### config.mk
export PLATFORM = sky130hd
export DESIGN_NAME = count_capture_flat
export DESIGN_NICKNAME = d
export VERILOG_FILES = /design/src/rtl/count_capture_pkg.sv /design/src/rtl/count_capture_if.sv /design/src/rtl/count_capture_sync_ff.sv /design/src/rtl/count_capture.sv /design/src/flat_wrapper.sv
export SDC_FILE = /design/constraint.sdc
export NUM_CORES = 1
export LEC_CHECK = 0
export CAP_MARGIN = 20
export CORE_MARGIN = 5
export CORE_UTILIZATION = 54
export CTS_CLUSTER_SIZE = 10
export DETAILED_ROUTE_END_ITERATION = 16
export HOLD_SLACK_MARGIN = 0.1
export PLACE_DENSITY_LB_ADDON = 0.12
export SLEW_MARGIN = 15
export SYNTH_ARGS = -nofsm -noshare
export SYNTH_HDL_FRONTEND = slang
export SYNTH_SLANG_ARGS = --single-unit
### constraint.sdc
create_clock -name clk -period 3 [get_ports clk]
set_input_delay 0.6 -clock clk [delete_from_list [all_inputs] [get_ports clk]]
set_output_delay 0.6 -clock clk [all_outputs]
set_load 0.05 [all_outputs]
### src/rtl/count_capture_pkg.sv
// Shared definitions for the ripple-counter capture path: FSM states and default widths.
package count_capture_pkg;

  localparam int unsigned CntWDef = 4;
  localparam int unsigned ExtWDef = 16;

  typedef enum logic {
    StTrack,
    StSettle
  } state_e;

endpackage

### src/rtl/count_capture_if.sv
// Valid/ready record channel carrying the extended count downstream.
interface count_capture_if #(
  parameter int unsigned EXT_W = 16
);
  logic             out_valid;
  logic             out_ready;
  logic [EXT_W-1:0] out_data;

  modport master (output out_valid, output out_data, input out_ready);
  modport slave  (input out_valid, input out_data, output out_ready);
endinterface

### src/rtl/count_capture_sync_ff.sv
// Plain N-flop synchronizer with synchronous active-high reset to zero.
module count_capture_sync_ff #(
  parameter int unsigned W      = 4,
  parameter int unsigned STAGES = 2
) (
  input  logic         clk_i,
  input  logic         rst_i,
  input  logic [W-1:0] d_i,
  output logic [W-1:0] q_o
);

  logic [W-1:0] stage_q [STAGES];

  always_ff @(posedge clk_i) begin
    if (rst_i) begin
      for (int i = 0; i < int'(STAGES); i++) stage_q[i] <= '0;
    end else begin
      stage_q[0] <= d_i;
      for (int i = 1; i < int'(STAGES); i++) stage_q[i] <= stage_q[i-1];
    end
  end

  assign q_o = stage_q[STAGES-1];

endmodule

### src/rtl/count_capture.sv
// Captures an asynchronous ripple-counter value, rejects ripple transients, extends it
// across wrap-around and offers each new extended count on a valid/ready channel.
module count_capture
  import count_capture_pkg::*;
#(
  parameter int unsigned CNT_W         = CntWDef,
  parameter int unsigned EXT_W         = ExtWDef,
  parameter int unsigned SYNC_STAGES   = 2,
  parameter int unsigned STABLE_CYCLES = 2
) (
  input  logic             clk,
  input  logic             reset,
  input  logic [CNT_W-1:0] q_in,
  count_capture_if.master  out_if,
  output logic             wrap_pulse,
  output logic             overrun,
  output logic             ext_ovf
);

  localparam int unsigned StabW = $clog2(STABLE_CYCLES) + 1;

  logic [CNT_W-1:0] s_q;
  state_e           state_q, state_d;
  logic [CNT_W-1:0] acc_q, acc_d, cand_q, cand_d;
  logic [StabW-1:0] stab_q, stab_d;
  logic [EXT_W-1:0] ext_q, ext_d, data_q, data_d;
  logic             valid_q, valid_d, wrap_q, wrap_d, ovr_q, ovr_d, eovf_q, eovf_d;
  logic             commit;
  logic [CNT_W-1:0] delta;
  logic [EXT_W:0]   sum;

  count_capture_sync_ff #(
    .W      (CNT_W),
    .STAGES (SYNC_STAGES)
  ) u_sync (
    .clk_i (clk),
    .rst_i (reset),
    .d_i   (q_in),
    .q_o   (s_q)
  );

  // Glitch filter: a new code must repeat STABLE_CYCLES times before it is accepted.
  always_comb begin
    state_d = state_q;
    cand_d  = cand_q;
    stab_d  = stab_q;
    commit  = 1'b0;
    unique case (state_q)
      StTrack: begin
        if (s_q != acc_q) begin
          cand_d  = s_q;
          stab_d  = StabW'(1);
          state_d = StSettle;
        end
      end
      StSettle: begin
        if (s_q == acc_q) begin
          state_d = StTrack;
        end else if (s_q != cand_q) begin
          cand_d = s_q;
          stab_d = StabW'(1);
        end else if (stab_q < StabW'(STABLE_CYCLES - 1)) begin
          stab_d = stab_q + StabW'(1);
        end else begin
          commit  = 1'b1;
          state_d = StTrack;
        end
      end
      default: state_d = StTrack;
    endcase
  end

  // Modular difference covers multi-count jumps between commits.
  assign delta = cand_q - acc_q;
  assign sum   = {1'b0, ext_q} + {{(EXT_W + 1 - CNT_W){1'b0}}, delta};

  always_comb begin
    acc_d   = acc_q;
    ext_d   = ext_q;
    data_d  = data_q;
    valid_d = valid_q;
    wrap_d  = 1'b0;
    ovr_d   = ovr_q;
    eovf_d  = eovf_q;
    if (commit) begin
      acc_d   = cand_q;
      ext_d   = sum[EXT_W-1:0];
      data_d  = sum[EXT_W-1:0];
      valid_d = 1'b1;
      wrap_d  = (cand_q < acc_q);
      if (sum[EXT_W]) eovf_d = 1'b1;
      if (valid_q && !out_if.out_ready) ovr_d = 1'b1;
    end else if (valid_q && out_if.out_ready) begin
      valid_d = 1'b0;
    end
  end

  always_ff @(posedge clk) begin
    if (reset) begin
      state_q <= StTrack;
      acc_q   <= '0;
      cand_q  <= '0;
      stab_q  <= '0;
      ext_q   <= '0;
      data_q  <= '0;
      valid_q <= 1'b0;
      wrap_q  <= 1'b0;
      ovr_q   <= 1'b0;
      eovf_q  <= 1'b0;
    end else begin
      state_q <= state_d;
      acc_q   <= acc_d;
      cand_q  <= cand_d;
      stab_q  <= stab_d;
      ext_q   <= ext_d;
      data_q  <= data_d;
      valid_q <= valid_d;
      wrap_q  <= wrap_d;
      ovr_q   <= ovr_d;
      eovf_q  <= eovf_d;
    end
  end

  assign out_if.out_valid = valid_q;
  assign out_if.out_data  = data_q;
  assign wrap_pulse       = wrap_q;
  assign overrun          = ovr_q;
  assign ext_ovf          = eovf_q;

endmodule

### src/flat_wrapper.sv
// flat-port wrapper written by rule: the top's interface ports become plain ports
module count_capture_flat import count_capture_pkg::*;
#(
  parameter int unsigned CNT_W         = CntWDef,
  parameter int unsigned EXT_W         = ExtWDef,
  parameter int unsigned SYNC_STAGES   = 2,
  parameter int unsigned STABLE_CYCLES = 2
)
  (clk, reset, q_in, wrap_pulse, overrun, ext_ovf, out_if_out_valid, out_if_out_data, out_if_out_ready);
  count_capture_if #(.EXT_W(EXT_W)) out_if_i ();
  input  logic clk;
  input  logic reset;
  input  logic [CNT_W-1:0] q_in;
  output logic wrap_pulse;
  output logic overrun;
  output logic ext_ovf;
  output wire logic [$bits(out_if_i.out_valid)-1:0] out_if_out_valid;
  output wire logic [$bits(out_if_i.out_data)-1:0] out_if_out_data;
  input wire logic [$bits(out_if_i.out_ready)-1:0] out_if_out_ready;
  assign out_if_out_valid = out_if_i.out_valid;
  assign out_if_out_data = out_if_i.out_data;
  assign out_if_i.out_ready = out_if_out_ready;
  count_capture #(.CNT_W(CNT_W), .EXT_W(EXT_W), .SYNC_STAGES(SYNC_STAGES), .STABLE_CYCLES(STABLE_CYCLES)) u_core (.clk(clk), .reset(reset), .q_in(q_in), .out_if(out_if_i), .wrap_pulse(wrap_pulse), .overrun(overrun), .ext_ovf(ext_ovf));
endmodule
==> results by group <==
Min path
  • Hold WC Path Type: register to register

Worst setup path
  • Worst EP arrival: 3100 ps
  • CP Launch Type: register
  • Slowest CP cell: fa_1
  • Crit path depth: 12
  • Worst setup endpoint: u_core.ext_q[12]$_SDFFE_PP0P_
  • CP Class: register to register
  • CP Data Required Time: 3280 ps
  • CP top delay family: adder cells
  • Critical path endpoint category: register
  • Worst stage delay on the critical path: 510 ps
  • Buffers & Inverters on Critical Path: 4
  • FF-to-FF path depth: 12
  • R2R Path End: u_core.ext_q[12]$_SDFFE_PP0P_
  • Worst path cell trace: inv_1 > ha_1 > inv_1 > fa_1 > inv_1 > fa_2 > nand3b_1 > a21boi_2 > nand4_4 > buf_4 > or3_1 > a21oi_1
  • Critical path origin: u_core.cand_q[0]$_SDFFE_PP0P_
  • Crit path max fanout: 7
  • R2R setup slack: 180 ps
  • Worst r2r src: u_core.cand_q[0]$_SDFFE_PP0P_
  • CP most frequent cell: inv_1

Place
  • Placed cell count: 275
  • Port Buf Inserts: 26
  • Post-DP HPWL: 2.780 mm
  • Final RePlAce weighted congestion: 0.8331

Yosys
  • Synth Register Bits: 39
  • Net Count, Synth: 225
  • Post-synthesis sequential area ratio: 40.97%
  • Synth warn: 0
  • Synth Flop Type: dfxtp_1
  • Top post-synthesis cells by count: dfxtp_1 (39), nor2_1 (19), a21oi_1 (18)
  • Synth Instances: 206
  • EDFF count, synth: 0
  • Synth Cell Area: 1906 sq um
  • Cell variety after synth: 40
  • Synth top area share: 40.97%
  • Count leader, synth: dfxtp_1
  • Mean Syn Cell Area: 9.250 sq um
  • Synth area leader: dfxtp_1
  • Asr flop ratio synth: 0%
  • Area contributors post-synth: dfxtp_1 (41%), ha_1 (6.6%), mux2i_1 (5.3%), a21oi_1 (4.7%), xnor2_1 (4.1%)

GRT
  • GRT overflow: 0
  • Largest net degree at the start of global routing: 18
  • First-pass GRT wire length: 6.251 mm
  • GRT Total Usage: 15.89%
  • Number of global-route vias before repair: 1452
  • Initial antenna violation count: 0

Routing
  • Routed length per instance: 12.60 um
  • Post-DRT Antenna Nets: 0
  • Vias per std cell: 5.292
  • DRT Pass-1 Iters: 4
  • Drt drc: 0
  • Via Count: 1503
  • Starting DRT DRC Count: 48
  • Detailed Route WL: 3.579 mm

Finish
  • Share of cells above drive strength 1: 11.34%
  • Filler cell count: 275
  • Nets: 256
  • Diodes inserted: 0
  • Final Non-Filler Cells: 284
  • P&R area growth vs syn: 20.55%

Floorplanning
  • Initial core utilization: 56.22%
  • Die ar.: 4817 sq um
  • IO Pins: 27
  • Die Ht: 69.41 um
  • Core area: 3390 sq um
  • Rows: 21
  • Die Wd: 69.41 um

Timing
  • Slew @ Worst Pin: 587.8 ps
  • Hold Fails Final Rpt: 0
  • Fin crit share: 94.00%
  • Final setup skew: 10.84 ps
  • Max-slew violations: 0
  • Highest clock rate: 354.6 MHz
  • Tmin final: 2820 ps
  • Final setup viols: 0
  • Setup TNS Final: 0 ps
  • Max transition margin: 60.69%
  • RSZ-0062 raised after global routing: no

Job
  • Max cap viols: 0

Power and ir drop
  • Pwr dens: 378.9 nW/um^2
  • Sw Pwr: 213.2 uW
  • Peak VDD IR: 334.1 uV
  • Comb pwr share: 9.6%
  • Seq pwr share: 61.4%
  • Pint: 657.2 uW
  • Leak: 0.8498 nW
  • Sw Ratio: 24.50%
  • Clk network pwr share: 29.0%

CTS
  • CTS tree: done
  • H-tree depth: 2
  • Worst-path clk slew: 110 ps
  • Num CTS Buffers: 5
  • CTS sink cnt: 39
  • Skew-Pair Late Insertion Delay: 340 ps
  • Root buffer cell: clkbuf_4
  • CTS Buffer Depth: 2

Run status
  • Status: finished, final reports clean
[how the worst min path moves through the flow]
stage | from | endpoint | cells past startpoint
global route | u_core.u_sync.stage_q[0][3]$_SDFF_PP0_ | u_core.u_sync.stage_q[0][7]$_SDFF_PP0_ | 1
floorplan | u_core.u_sync.stage_q[0][0]$_SDFF_PP0_ | u_core.u_sync.stage_q[0][4]$_SDFF_PP0_ | 1
CTS | u_core.u_sync.stage_q[0][2]$_SDFF_PP0_ | u_core.u_sync.stage_q[0][6]$_SDFF_PP0_ | 1
global placement | u_core.u_sync.stage_q[0][3]$_SDFF_PP0_ | u_core.u_sync.stage_q[0][7]$_SDFF_PP0_ | 1
detailed placement | u_core.u_sync.stage_q[0][2]$_SDFF_PP0_ | u_core.u_sync.stage_q[0][6]$_SDFF_PP0_ | 1
finish | u_core.u_sync.stage_q[0][2]$_SDFF_PP0_ | u_core.u_sync.stage_q[0][6]$_SDFF_PP0_ | 1
[flip-flops by register name, indices dropped and copies added (netlist names)]
signal / cells
u_core.stab_q: 2
u_core.u_sync.stage_q: 8
u_core.ext_ovf: 1
u_core.overrun: 1
u_core.wrap_pulse: 1
u_core.state_q: 1
u_core.cand_q: 4
u_core.out_if.out_valid: 1
u_core.ext_q: 16
u_core.acc_q: 4
[per-layer routing]
| layer | track usage [%] | wire length [um] | up-vias |
|---|---|---|---|
| met1 | 17.50 | 1536 | 698 |
| met2 | 28.18 | 1790 | 28 |
| li1 | - | - | 770 |
| met4 | 7.809 | 74 | 0 |
| met5 | 0 | 0 | - |
| met3 | 3.913 | 178 | 7 |
[what timing repair did]
item,CTS,global route
gates resized for setup,0,5
hold buffers,0,0
pin swaps,0,2
endpoints found under the setup margin,1,9
buffers inserted,1,0
[placed cells by master, fill, tap and decap left out, drive strengths merged, types with 7 or more instances in the layout]
cell type,count
o21ai,8
ha,10
dfxtp,39
inv,17
nor2,19
clkbuf,7
clkdlybuf4s50,26
a21oi,18
mux2i,10
nand4,7
xnor2,10
nor2b,10
[cells by family after synthesis]
family / after synthesis / share of synthesized area, %
flip-flops: 39 / 40.97
buffers and inverters: 24 / 4.924
XOR/XNOR: 13 / 6.370
AO/OA/AOI/OAI: 39 / 12.67
multiplexers: 11 / 5.844
AND/OR/NAND/NOR: 68 / 20.55
adder cells (fa/ha/maj): 12 / 8.667
[power by group through the flow]
stage	clock [mW]	combinational, mW	sequential (mW)
finish	0.252	0.0836	0.535
global route	0.288	0.0918	0.537
CTS	0.264	0.0826	0.535
detailed placement	0	0.0820	0.547
global placement	0	0.0787	0.546
floorplan	0	0.0588	0.546
[layout make-up]
class | instances | area, sq um | area share, %
Sequential cell | 39 | 782.0 | 34.04
Tap cell | 46 | 57.56 | 2.505
Inverter | 17 | 63.81 | 2.778
Clock inverter | 1 | 5.005 | 0.2179
Multi-Input combinational cell | 143 | 1046 | 45.53
Clock buffer | 7 | 45.04 | 1.961
Timing Repair Buffer | 31 | 297.8 | 12.96
[per-stage QoR]
stage	setup slack, ps	power [mW]	area [sq um]	utilization, %	hold slack, ps
6_report	180.1	0.8705	2297	67.77	447.8
5_1_grt	6.749	0.9170	2297	67.77	466.9
4_1_cts	76.77	0.8818	2281	67.29	453.5
3_5_place_dp	33.00	0.6287	2223	65.60	429.2
3_3_place_gp	142.3	0.6248	2223	65.60	421.9
2_1_floorplan	258.7	0.6047	1906	-	413.8
Note: power is estimated with default switching activity, not from simulation.
